===== src/rtl/hdr_weight_pipe.sv =====
// Per-exposure hat weights and weight sum for K co-located HDR pixels, 2-stage valid/ready pipeline.
// Optional frame clip statistics when HDR_WEIGHT_STATS_EN is defined.
module hdr_weight_pipe #(
    parameter  int N  = 6,
    parameter  int K  = 3,
    localparam int SW = N + $clog2(K)
) (
    input  logic           clk,
    input  logic           rst,
    input  logic           in_valid,
    output logic           in_ready,
    input  logic           in_sof,
    input  logic           in_mode,
    input  logic [K*N-1:0] in_pix,
    output logic           out_valid,
    input  logic           out_ready,
    output logic           out_sof,
    output logic [K*N-1:0] out_w,
    output logic [SW-1:0]  out_wsum,
    output logic           out_all_clipped
`ifdef HDR_WEIGHT_STATS_EN
    ,
    output logic [31:0]    stat_clip_cnt,
    output logic           stat_valid
`endif
);

    localparam logic [K*N-1:0] FALLBACK_W = {K{N'(1)}};

    logic           s1_adv;
    logic           s1_valid_q;
    logic           s1_sof_q;
    logic [K*N-1:0] s1_w_q;
    logic           s1_allzero_q;
    logic [K*N-1:0] s1_w_d;
    logic           s1_allzero_d;
    logic [N-1:0]   pix_c;
    logic [N-1:0]   hat_c;
    logic           clip_c;

    logic           out_valid_q;
    logic           out_sof_q;
    logic [K*N-1:0] out_w_q;
    logic [SW-1:0]  out_wsum_q;
    logic           out_all_clipped_q;
    logic [K*N-1:0] out_w_d;
    logic [SW-1:0]  out_wsum_d;

    // S2 can take a new beat when it is empty or its beat is leaving now.
    assign s1_adv   = ~out_valid_q | out_ready;
    assign in_ready = ~s1_valid_q | s1_adv;

    // The all-zero flag already folds in the mode: plain-hat weights are never 0.
    always_comb begin
        s1_w_d       = '0;
        s1_allzero_d = 1'b1;
        pix_c        = '0;
        hat_c        = '0;
        clip_c       = 1'b0;
        for (int i = 0; i < K; i++) begin
            pix_c  = in_pix[i*N +: N];
            clip_c = (pix_c == '0) || (pix_c == '1);
            hat_c  = pix_c[N-1] ? (~pix_c + N'(1)) : (pix_c + N'(1));
            if (in_mode && clip_c) begin
                hat_c = '0;
            end
            s1_w_d[i*N +: N] = hat_c;
            if (hat_c != '0) begin
                s1_allzero_d = 1'b0;
            end
        end
    end

    always_comb begin
        out_wsum_d = '0;
        out_w_d    = s1_w_q;
        if (s1_allzero_q) begin
            out_w_d    = FALLBACK_W;
            out_wsum_d = SW'(K);
        end else begin
            for (int i = 0; i < K; i++) begin
                out_wsum_d = out_wsum_d + {{(SW-N){1'b0}}, s1_w_q[i*N +: N]};
            end
        end
    end

    // NOTE: sequential state uses non-blocking assignments so every register samples pre-edge values.
    always_ff @(posedge clk or posedge rst) begin
        if (rst) begin
            s1_valid_q        <= 1'b0;
            s1_sof_q          <= 1'b0;
            s1_w_q            <= '0;
            s1_allzero_q      <= 1'b0;
            out_valid_q       <= 1'b0;
            out_sof_q         <= 1'b0;
            out_w_q           <= '0;
            out_wsum_q        <= '0;
            out_all_clipped_q <= 1'b0;
        end else begin
            if (in_ready) begin
                s1_valid_q <= in_valid;
                if (in_valid) begin
                    s1_sof_q     <= in_sof;
                    s1_w_q       <= s1_w_d;
                    s1_allzero_q <= s1_allzero_d;
                end
            end
            if (s1_adv) begin
                out_valid_q <= s1_valid_q;
                if (s1_valid_q) begin
                    out_sof_q         <= s1_sof_q;
                    out_w_q           <= out_w_d;
                    out_wsum_q        <= out_wsum_d;
                    out_all_clipped_q <= s1_allzero_q;
                end
            end
        end
    end

    assign out_valid       = out_valid_q;
    assign out_sof         = out_sof_q;
    assign out_w           = out_w_q;
    assign out_wsum        = out_wsum_q;
    assign out_all_clipped = out_all_clipped_q;

`ifdef HDR_WEIGHT_STATS_EN
    localparam int CW = $clog2(K + 1);

    logic [CW-1:0] clips_d;
    logic [CW-1:0] s1_clips_q;
    logic [CW-1:0] s2_clips_q;
    logic [31:0]   frame_cnt_q;
    logic [31:0]   stat_clip_cnt_q;
    logic          stat_valid_q;
    logic [32:0]   cnt_sum;
    logic          out_fire;

    always_comb begin
        clips_d = '0;
        for (int i = 0; i < K; i++) begin
            if ((in_pix[i*N +: N] == '0) || (in_pix[i*N +: N] == '1)) begin
                clips_d = clips_d + CW'(1);
            end
        end
    end

    assign out_fire = out_valid_q & out_ready;
    assign cnt_sum  = {1'b0, frame_cnt_q} + 33'(s2_clips_q);

    // Clip counts ride alongside the beat so they are tallied only at the output handshake.
    always_ff @(posedge clk or posedge rst) begin
        if (rst) begin
            s1_clips_q      <= '0;
            s2_clips_q      <= '0;
            frame_cnt_q     <= '0;
            stat_clip_cnt_q <= '0;
            stat_valid_q    <= 1'b0;
        end else begin
            if (in_ready && in_valid) begin
                s1_clips_q <= clips_d;
            end
            if (s1_adv && s1_valid_q) begin
                s2_clips_q <= s1_clips_q;
            end
            stat_valid_q <= out_fire & out_sof_q;
            if (out_fire) begin
                if (out_sof_q) begin
                    stat_clip_cnt_q <= frame_cnt_q;
                    frame_cnt_q     <= 32'(s2_clips_q);
                end else begin
                    frame_cnt_q <= cnt_sum[32] ? '1 : cnt_sum[31:0];
                end
            end
        end
    end

    assign stat_clip_cnt = stat_clip_cnt_q;
    assign stat_valid    = stat_valid_q;
`endif

endmodule

===== config.mk =====
export PLATFORM = sky130hd
export DESIGN_NAME = hdr_weight_pipe
export DESIGN_NICKNAME = d
export VERILOG_FILES = /design/src/rtl/hdr_weight_pipe.sv
export SDC_FILE = /design/constraint.sdc
export NUM_CORES = 1
export LEC_CHECK = 0
export CAP_MARGIN = 20
export CORE_UTILIZATION = 30
export CTS_BUF_LIST = sky130_fd_sc_hd__clkbuf_4 sky130_fd_sc_hd__clkbuf_8
export DETAILED_ROUTE_END_ITERATION = 6
export PLACE_DENSITY_LB_ADDON = 0.08
export SYNTH_ARGS = -nofsm -noshare
export SYNTH_HDL_FRONTEND = slang
export SYNTH_SLANG_ARGS = --single-unit

===== constraint.sdc =====
create_clock -name clk -period 4.95 [get_ports clk]
set_input_delay 1.485 -clock clk [delete_from_list [all_inputs] [get_ports clk]]
set_output_delay 1.485 -clock clk [all_outputs]
set_load 0.01 [all_outputs]

# After elaboration in Yosys (flattened, before gate mapping)
# Index checks and enable logic that the tools add are counted.
totals:
  regBits: 50
  inputBits: 24
  out_inout_bits: 30
  word_cells: 52
op_classes:
  add_sub_neg: 8
  eq_ne: 3
  muxes: 11
  n_bitwise: 7
  n_reduce_logical: 14
ops:
  columns: ["cell", "n"]
  rows:
  - ["6-bit by 1-bit adder with 6-bit output (second input constant)", 6]
  - ["6-bit 2-to-1 mux", 6]
  - ["6-bit equality test (second input constant)", 3]
  - ["6-bit zero test", 3]
  - ["18-bit 2-to-1 mux", 1]
  - ["6-bit NOT", 3]
  - ["6-bit nonzero test", 3]
  - ["7-bit by 6-bit adder with 8-bit output", 1]
  - ["8-bit 2-to-1 mux", 1]
  - ["6-bit by 6-bit adder with 7-bit output", 1]
  - ["2-bit AND reduction", 2]
  - ["1-bit logical AND", 3]
  - ["1-bit logical OR", 3]
  - ["1-bit 2-to-1 mux", 3]
  - ["1-bit NOT", 2]
  - ["1-bit bitwise OR", 2]

# Longest topological paths before layout
# Gate-level depths: netlist of run 1.
depth:
  ltp_word: 8
  mapped_depth: 11
  mapped_depth_nobuf: 11

# Worst setup path after synthesis of run 1
# OpenSTA, ideal clock, no wires.
synth_timing:
  path_kind: "in2reg"
  startpoint: "in in_pix[0]"
  endpoint: "reg s1_allzero_q"
  setup_ps: 95
  arrival_time_ps: 3177
  required_time_ps: 4855
  setup_slack_ps: 1678
  stages: 8
  path_buffers: 1
  path_cell_list: "buf_2 -> inv_1 -> ha_1 -> o211ai_1 -> nand3_1 -> or3_1 -> a2111o_1 -> o31ai_1"
synth_via:
  elab_chain_cells: 8
  elab_cells_between_ends: 13
  cone_classes: "2 x add/sub; 1 x eq/ne; 5 x mux; 1 x bitwise; 4 x reduce/logical"
synth_lines:
  columns: ["element", "line_no", "source"]
  rows:
  - ["from (decl)", "14", "input logic [K*N-1:0] in_pix,"]
  - ["6-bit NOT, or another cell as far along", "63", "hat_c = pix_c[N-1] ? (~pix_c + N'(1)) : (pix_c + N'(1));"]
  - ["6-bit by 1-bit adder with 6-bit output or 1-bit logical OR (tied branches)", "63, 62", null]
  - ["6-bit 2-to-1 mux or 1-bit logical AND (tied branches)", "63, 64", null]
  - ["6-bit 2-to-1 mux *", "64", "if (in_mode && clip_c) begin"]
  - ["6-bit nonzero test *", "68", "if (hat_c != '0) begin"]
  - ["1-bit 2-to-1 mux * (3 in series)", "68", null]
  - ["to (signal assigned)", "105", "s1_allzero_q <= s1_allzero_d;"]
  - ["to (decl)", "34", "logic s1_allzero_q;"]
# Every way passes the cells marked *; elsewhere a longest branch is shown, timed or not.
# A chain may end at the register's enable or synchronous reset.

# Final worst setup path of run 1
layout_timing:
  startpoint: "in out_ready"
  endpoint: "out in_ready"
layout_via:
  elab_chain_cells: 2
layout_lines:
  columns: ["element", "line_no", "source"]
  rows:
  - ["from (decl)", "16", "input logic out_ready,"]
  - ["1-bit bitwise OR", "50", "assign s1_adv = ~out_valid_q | out_ready;"]
  - ["1-bit bitwise OR", "51", "assign in_ready = ~s1_valid_q | s1_adv;"]
  - ["to (decl)", "11", "output logic in_ready,"]
# No other way between the ends.

==> reports/qor.csv, run 1 <==
stage,metric,value,unit
timing,unrepaired setup endpoints after global routing,false,
logic_synthesis,leading area contributor after synthesis,dfrtp_1,
die,die area,10200,um^2
status,outcome,finished clean,
logic_synthesis,Yosys cell types,48,
logic_synthesis,most instantiated cells after synthesis,"nand2_1 (51), dfrtp_1 (50), o21ai_0 (32)",
drt,Routed WL per cell,12.9,um
clocking,CTS resizes,0,
global_routing,GRT overflow,0,
setup_path,Worst Setup SP,out_ready,
die,effective utilization at floorplan,0.313,
logic_synthesis,Mapped Cells,313,
die,Core Region,9370,um^2
clocking,CTS H-tree depth,2,
finish,fillers,972,
timing,endpoints failing hold,0,
clocking,Skew-Pair Late Insertion Delay,0.30,ns
hold_path,hold crit path type,flop to flop,
logic_synthesis,"count leader, synth",nand2_1,
drt,initial drt markers,103,
pwr,peak supply drop,0.000117,V
timing,final worst slack,0.801,ns
place,pre-CTS setup slack,0.806,ns
clocking,"CTS clk-pin slew, worst paths",0.09,ns
setup_path,worst r2r src,s1_w_q[1],
drt,number of remaining DRC errors,0,
clocking,CTS Buf Count,5,
die,I/O pin count,54,
drt,via-per-instance ratio,4.61,
hold_path,hold path start,out_w[2],
drt,metal2 WL,2.85,mm
place,GP Congestion,0.809,
clocking,Clock Path Buffers,2,
pwr,static leakage,1.61,nW
logic_synthesis,Synthesized Nets,361,
timing,Final setup viols,0,
timing,clock skew,0.00618,ns
finish,final cell count without fillers,491,
global_routing,Total GRT Usage,0.132,
setup_path,Worst EP required,3.46,ns
logic_synthesis,mapped cell area,2930,um^2
drt,Detail Route Antenna Nets,0,
clocking,setup bufs post-CTS,0,
die,# rows,35,
timing,final slew viol count,0,
finish,fin nets,410,
timing,final setup TNS,0,ns
timing,actual slew at the worst max-slew pin,0.776,ns
global_routing,first-pass GRT wire length,10.4,mm
place,PortBufs,53,
drt,TritonRoute pass-1 iters,4,
timing,f_max,241,MHz
logic_synthesis,Post-synth EDFFs,0,
setup_path,Worst EP arrival,2.66,ns
finish,Area growth syn-to-layout,26.8,%
finish,fraction of layout cells with a size suffix above 1,0.0580,
logic_synthesis,yosys warns,0,
drt,wl on met1,3.27,mm
timing,Final min period,4.15,ns
setup_path,Critical Path Fanout Max,4,
die,Die Ht,101,um
clocking,"Hold-fix buffers, CTS",0,
logic_synthesis,Synth async-reset ratio,1.00,
clocking,CTS tree,yes,
setup_path,CP Class,input port to primary output,
pwr,power per cell area,352,nW/um^2
setup_path,Startpoint Class,input port,
drt,Vias,2264,
drt,DR WL met3,163,um
logic_synthesis,Synth Flop Type,dfrtp_1,
clocking,CTS root buffer,clkbuf_8,
global_routing,largest net degree at the start of global routing,51,
place,hpwl dp,4.83,mm
clocking,CTS sink count,50,
setup_path,Worst setup EP type,primary output,
drt,max layer used,met4,
logic_synthesis,register bit total from synthesis,50,
flow_run,max cap viols,0,
place,cell count after placement,483,
finish,n_diodes,0,
global_routing,initial antenna violation count,0,
logic_synthesis,"Seq/Total Area, Yosys",0.427,
drt,total wire length,6.35,mm
timing,Slew Limit Headroom,0.483,
die,Die X,101,um
logic_synthesis,Syn Area/Cell,9.37,um^2
logic_synthesis,top cell type's share of synthesized area,0.427,
global_routing,vias in the first global route,2095,
logic_synthesis,synth top area cells,"dfrtp_1 (43%), ha_1 (7.3%), nand2_1 (6.5%)",
timing,period utilization,0.838,
==> worst max-delay path, cell delays in order <==
cell             delay [ns]
clkdlybuf4s50_1        0.47
nand3b_1               0.15
clkdlybuf4s50_1        0.55
==> where the power goes <==
| group | total, mW | leakage (nW) | internal [mW] | switching, mW |
|---|---|---|---|---|
| clock network | 0.294 | 0.0573 | 0.162 | 0.132 |
| registers | 0.548 | 0.631 | 0.490 | 0.0579 |
| logic | 0.469 | 0.925 | 0.251 | 0.218 |
| total | 1.31 | 1.61 | 0.902 | 0.408 |
==> area by class of cell <==
cell class | count | area [um^2] | area share
clock buffer | 6 | 82.6 | 0.0222
clock inverter | 1 | 30.0 | 0.00808
inverter | 25 | 93.8 | 0.0252
multi-input combinational | 223 | 1530 | 0.410
sequential | 50 | 1250 | 0.336
tap | 129 | 161 | 0.0434
timing repair buffer | 57 | 573 | 0.154
==> cell families (layout without fill, tap and decap cells) <==
kind of cell,after synthesis,in the layout,synth area share
simple gates,102,102,0.169
compound gates,81,81,0.181
flops,50,50,0.427
buf+inv,40,89,0.0525
fa+ha+maj,24,24,0.120
xor+xnor,13,13,0.0388
mux,3,3,0.0111
==> cell usage in the layout (no fill, tap or decap), types with 6 or more instances in the layout <==
cell type	instances
inv_1	23
nand2b_1	19
clkdlybuf4s50_1	53
o31ai_1	7
nor2_1	11
clkbuf_8	6
fa_1	7
o21ai_0	32
xnor2_1	11
dfrtp_1	50
ha_1	17
a21oi_1	12
nand2_1	51
a22o_1	6
==> registers in the layout (all words and copies together) (netlist names) <==
| register | flops |
|---|---|
| out_sof | 1 |
| out_valid | 1 |
| s1_sof_q | 1 |
| s1_w_q | 18 |
| out_wsum | 8 |
| s1_valid_q | 1 |
| out_w | 18 |
| s1_allzero_q | 1 |
| out_all_clipped | 1 |
==> metrics by stage <==
step	instance area, um^2	utilization	hold WS (ns)	power (mW)
floorplan	2930	-	0.442	0.823
global placement	3590	0.383	0.462	1.03
detailed placement	3590	0.383	0.471	1.03
CTS	3700	0.395	0.494	1.33
global route	3720	0.397	0.511	1.41
finish	3720	0.397	0.484	1.31
==> path summary, 6_finish.rpt <==
kind | endpoint | slack (ns) | cells past startpoint
hold / removal | out_w[2] | 0.48 | 2
hold reg to reg | out_w[2] | 0.48 | 2
setup reg to reg | out_wsum[7] | 2.56 | 9
min in group asynchronous | out_w[8] | 1.51 | 2
setup / recovery | in_ready | 0.80 | 3
max in group asynchronous | s1_valid_q | 2.93 | 3
==> per-layer routing <==
| metal | global-route usage | up-vias |
|---|---|---|
| li1 | - | 1171 |
| met1 | 0.193 | 1042 |
| met2 | 0.201 | 45 |
| met3 | 0.0173 | 6 |
| met4 | 0.0468 | 0 |
| met5 | 0 | - |
No activity file was read; power rests on OpenSTA's default activity.
==> run 2: changes to the inputs <==
Clock period 4.95 ns to 4.05 ns, I/O delays scaled along.
==> run 2 against run 1 <==
Compared with the run above:
- first-iteration DRC count fell by 55%
- hold slack got worse by 0.00094 ns
- sequential power rose by 22%
- clock-buffer cell count did not move
- non-clock buffer count rose by 1
- sequential cell count did not move
- total power rose by 22%
- final cell count rose by 0.41%
- core utilization barely moved
==> reports/qor.csv, run 2 (synthesis gave the netlist of run 1 again) <==
stage,metric,value,unit,change
status,outcome,finished clean,,
setup_path,Startpoint Class,input port,,
setup_path,worst r2r src,s1_w_q[1],,
finish,fraction of layout cells with a size suffix above 1,0.0632,,+0.00518
drt,TritonRoute pass-1 iters,5,,+1
finish,Multi-input gate area,1530,um^2,unchanged
timing,clock skew,0.00896,ns,+0.00278 ns
die,Die Ht,101,um,unchanged
setup_path,Worst EP arrival,2.39,ns,-0.27 ns
timing,final setup TNS,0,ns,unchanged
drt,total wire length,6.31,mm,-0.60%
place,cell count after placement,485,,+0.41%
pwr,peak supply drop,0.000138,V,+17%
global_routing,vias in the first global route,2145,,+2.4%
clocking,"CTS clk-pin slew, worst paths",0.09,ns,about the same
global_routing,GRT overflow,0,,unchanged
setup_path,worst-case reg-to-reg path depth,9,,unchanged
setup_path,Worst EP required,2.83,ns,-0.63 ns
die,effective utilization at floorplan,0.313,,unchanged
timing,Final setup viols,0,,unchanged
timing,actual slew at the worst max-slew pin,0.724,ns,-0.0517 ns
setup_path,R2R Setup Slk,1.67,ns,-0.89 ns
timing,final slew viol count,0,,unchanged
clocking,"Hold-fix buffers, CTS",0,,unchanged
clocking,CTS H-tree depth,2,,unchanged
die,die area,10200,um^2,unchanged
setup_path,Worst setup EP type,primary output,,
clocking,CTS resizes,0,,unchanged
setup_path,Critical Path Fanout Max,4,,unchanged
timing,period utilization,0.890,,
clocking,CTS sink count,50,,unchanged
pwr,power per cell area,430,nW/um^2,+22%
timing,Slew Limit Headroom,0.517,,+0.0345
global_routing,first-pass GRT wire length,10.7,mm,+2.2%
timing,endpoints failing hold,0,,unchanged
timing,Final Hold Slack,0.483,ns,-0.000939 ns
hold_path,worst hold stages,2,,unchanged
finish,"commonest non-fill, non-tap cell in the layout",clkdlybuf4s50_1,,
timing,Final min period,3.60,ns,
timing,f_max,278,MHz,
clocking,Clock Path Buffers,2,,unchanged
global_routing,initial antenna violation count,0,,unchanged
drt,Detail Route Antenna Nets,0,,unchanged
setup_path,CP Class,input port to primary output,,
finish,"commonest non-fill, non-tap cells in the layout","clkdlybuf4s50_1 (53), nand2_1 (51), dfrtp_1 (50)",,
finish,fillers,1000,,+2.9%
flow_run,max cap viols,0,,unchanged
finish,Area growth syn-to-layout,26.7,%,
clocking,CTS Buf Count,5,,unchanged
drt,number of remaining DRC errors,0,,unchanged
drt,via-per-instance ratio,4.63,,+0.34%
drt,Routed WL per cell,12.8,um,-1.0%
place,GP Congestion,0.825,,+2.0%
die,I/O pin count,54,,unchanged
finish,Register Area,1250,um^2,unchanged
clocking,Skew-Pair Late Insertion Delay,0.30,ns,about the same
timing,unrepaired setup endpoints after global routing,false,,
global_routing,largest net degree at the start of global routing,37,,-27%
die,# rows,35,,unchanged
finish,final cell count without fillers,493,,+0.41%
die,Core Region,9370,um^2,unchanged
drt,Vias,2281,,+0.75%
finish,post-layout util,0.396,,-0.000401
hold_path,hold path start,out_w[12],,
pwr,static leakage,1.61,nW,about the same
setup_path,FF-to-FF End,out_wsum[7],,
place,hpwl dp,5.03,mm,+4.0%
drt,initial drt markers,46,,-55%
hold_path,hold crit path type,flop to flop,,
pwr,Total Power,1.60,mW,+22%
place,PortBufs,53,,unchanged
clocking,CTS root buffer,clkbuf_8,,
clocking,CTS tree,yes,,
die,Die X,101,um,unchanged
hold_path,Hold Path End,out_w[12],,
clocking,setup bufs post-CTS,0,,unchanged
global_routing,Total GRT Usage,0.135,,+0.00225
finish,n_diodes,0,,unchanged
finish,fin nets,411,,+0.24%
[run 2: cell types whose count changed in the layout (fill, tap and decap cells not counted), sizes merged]
cell,change
buf,+1
clkinvlp,+1
[run 2: report_power, final]
part           switching, mW  total [mW]  leakage (nW)  internal [mW]
clock                  0.168       0.359        0.0548          0.191
combinational          0.266       0.571         0.926          0.305
sequential            0.0690       0.667         0.631          0.599
[run 2: layout make-up]
| type | instances | share of cell area |
|---|---|---|
| multi-input cells | 223 | 0.411 |
| clock buffers | 6 | 0.0205 |
| repair buffers | 58 | 0.153 |
| well taps | 129 | 0.0434 |
| inverters | 25 | 0.0253 |
| clock inverters | 2 | 0.0101 |
| flip-flops and latches | 50 | 0.337 |
[run 2: critical path, stage by stage]
cell	delay (ns)
clkdlybuf4s50_1	0.47
nand3b_1	0.15
clkdlybuf4s50_1	0.55
[run 2: metal layers]
layer / GRT usage / up-vias / wire length, um
met2: 0.208 / 42 / 2770
met5: 0 / - / 0
met1: 0.195 / 1065 / 3270
met3: 0.0187 / 6 / 202
li1: - / 1168 / -
met4: 0.0401 / 0 / 75
[run 2: how the worst max path moves through the flow]
stage          cells after the start            to  slack [ns]      start
5_1_grt                            3      in_ready        0.39  out_ready
6_report                           3      in_ready        0.45  out_ready
3_3_place_gp                       8  s1_allzero_q        0.43  in_pix[0]
2_1_floorplan                      8  s1_allzero_q        1.05  in_pix[0]
4_1_cts                            3      in_ready        0.44  out_ready
3_5_place_dp                       8  s1_allzero_q        0.37  in_pix[6]
[run 2: stage by stage]
| stage | setup slack (ns) | cell area, um^2 |
|---|---|---|
| after detailed placement | 0.366 | 3600 |
| after global placement | 0.428 | 3600 |
| after floorplan | 1.05 | 2930 |
| after CTS | 0.436 | 3710 |
| final | 0.447 | 3710 |
| after global routing | 0.391 | 3710 |
==> run 3: changes to the inputs <==
Settings changed: CTS_CLUSTER_SIZE set to 16.
==> results of run 3 <==
No change in the layout: final DEF, timing and power equal those of run 2.
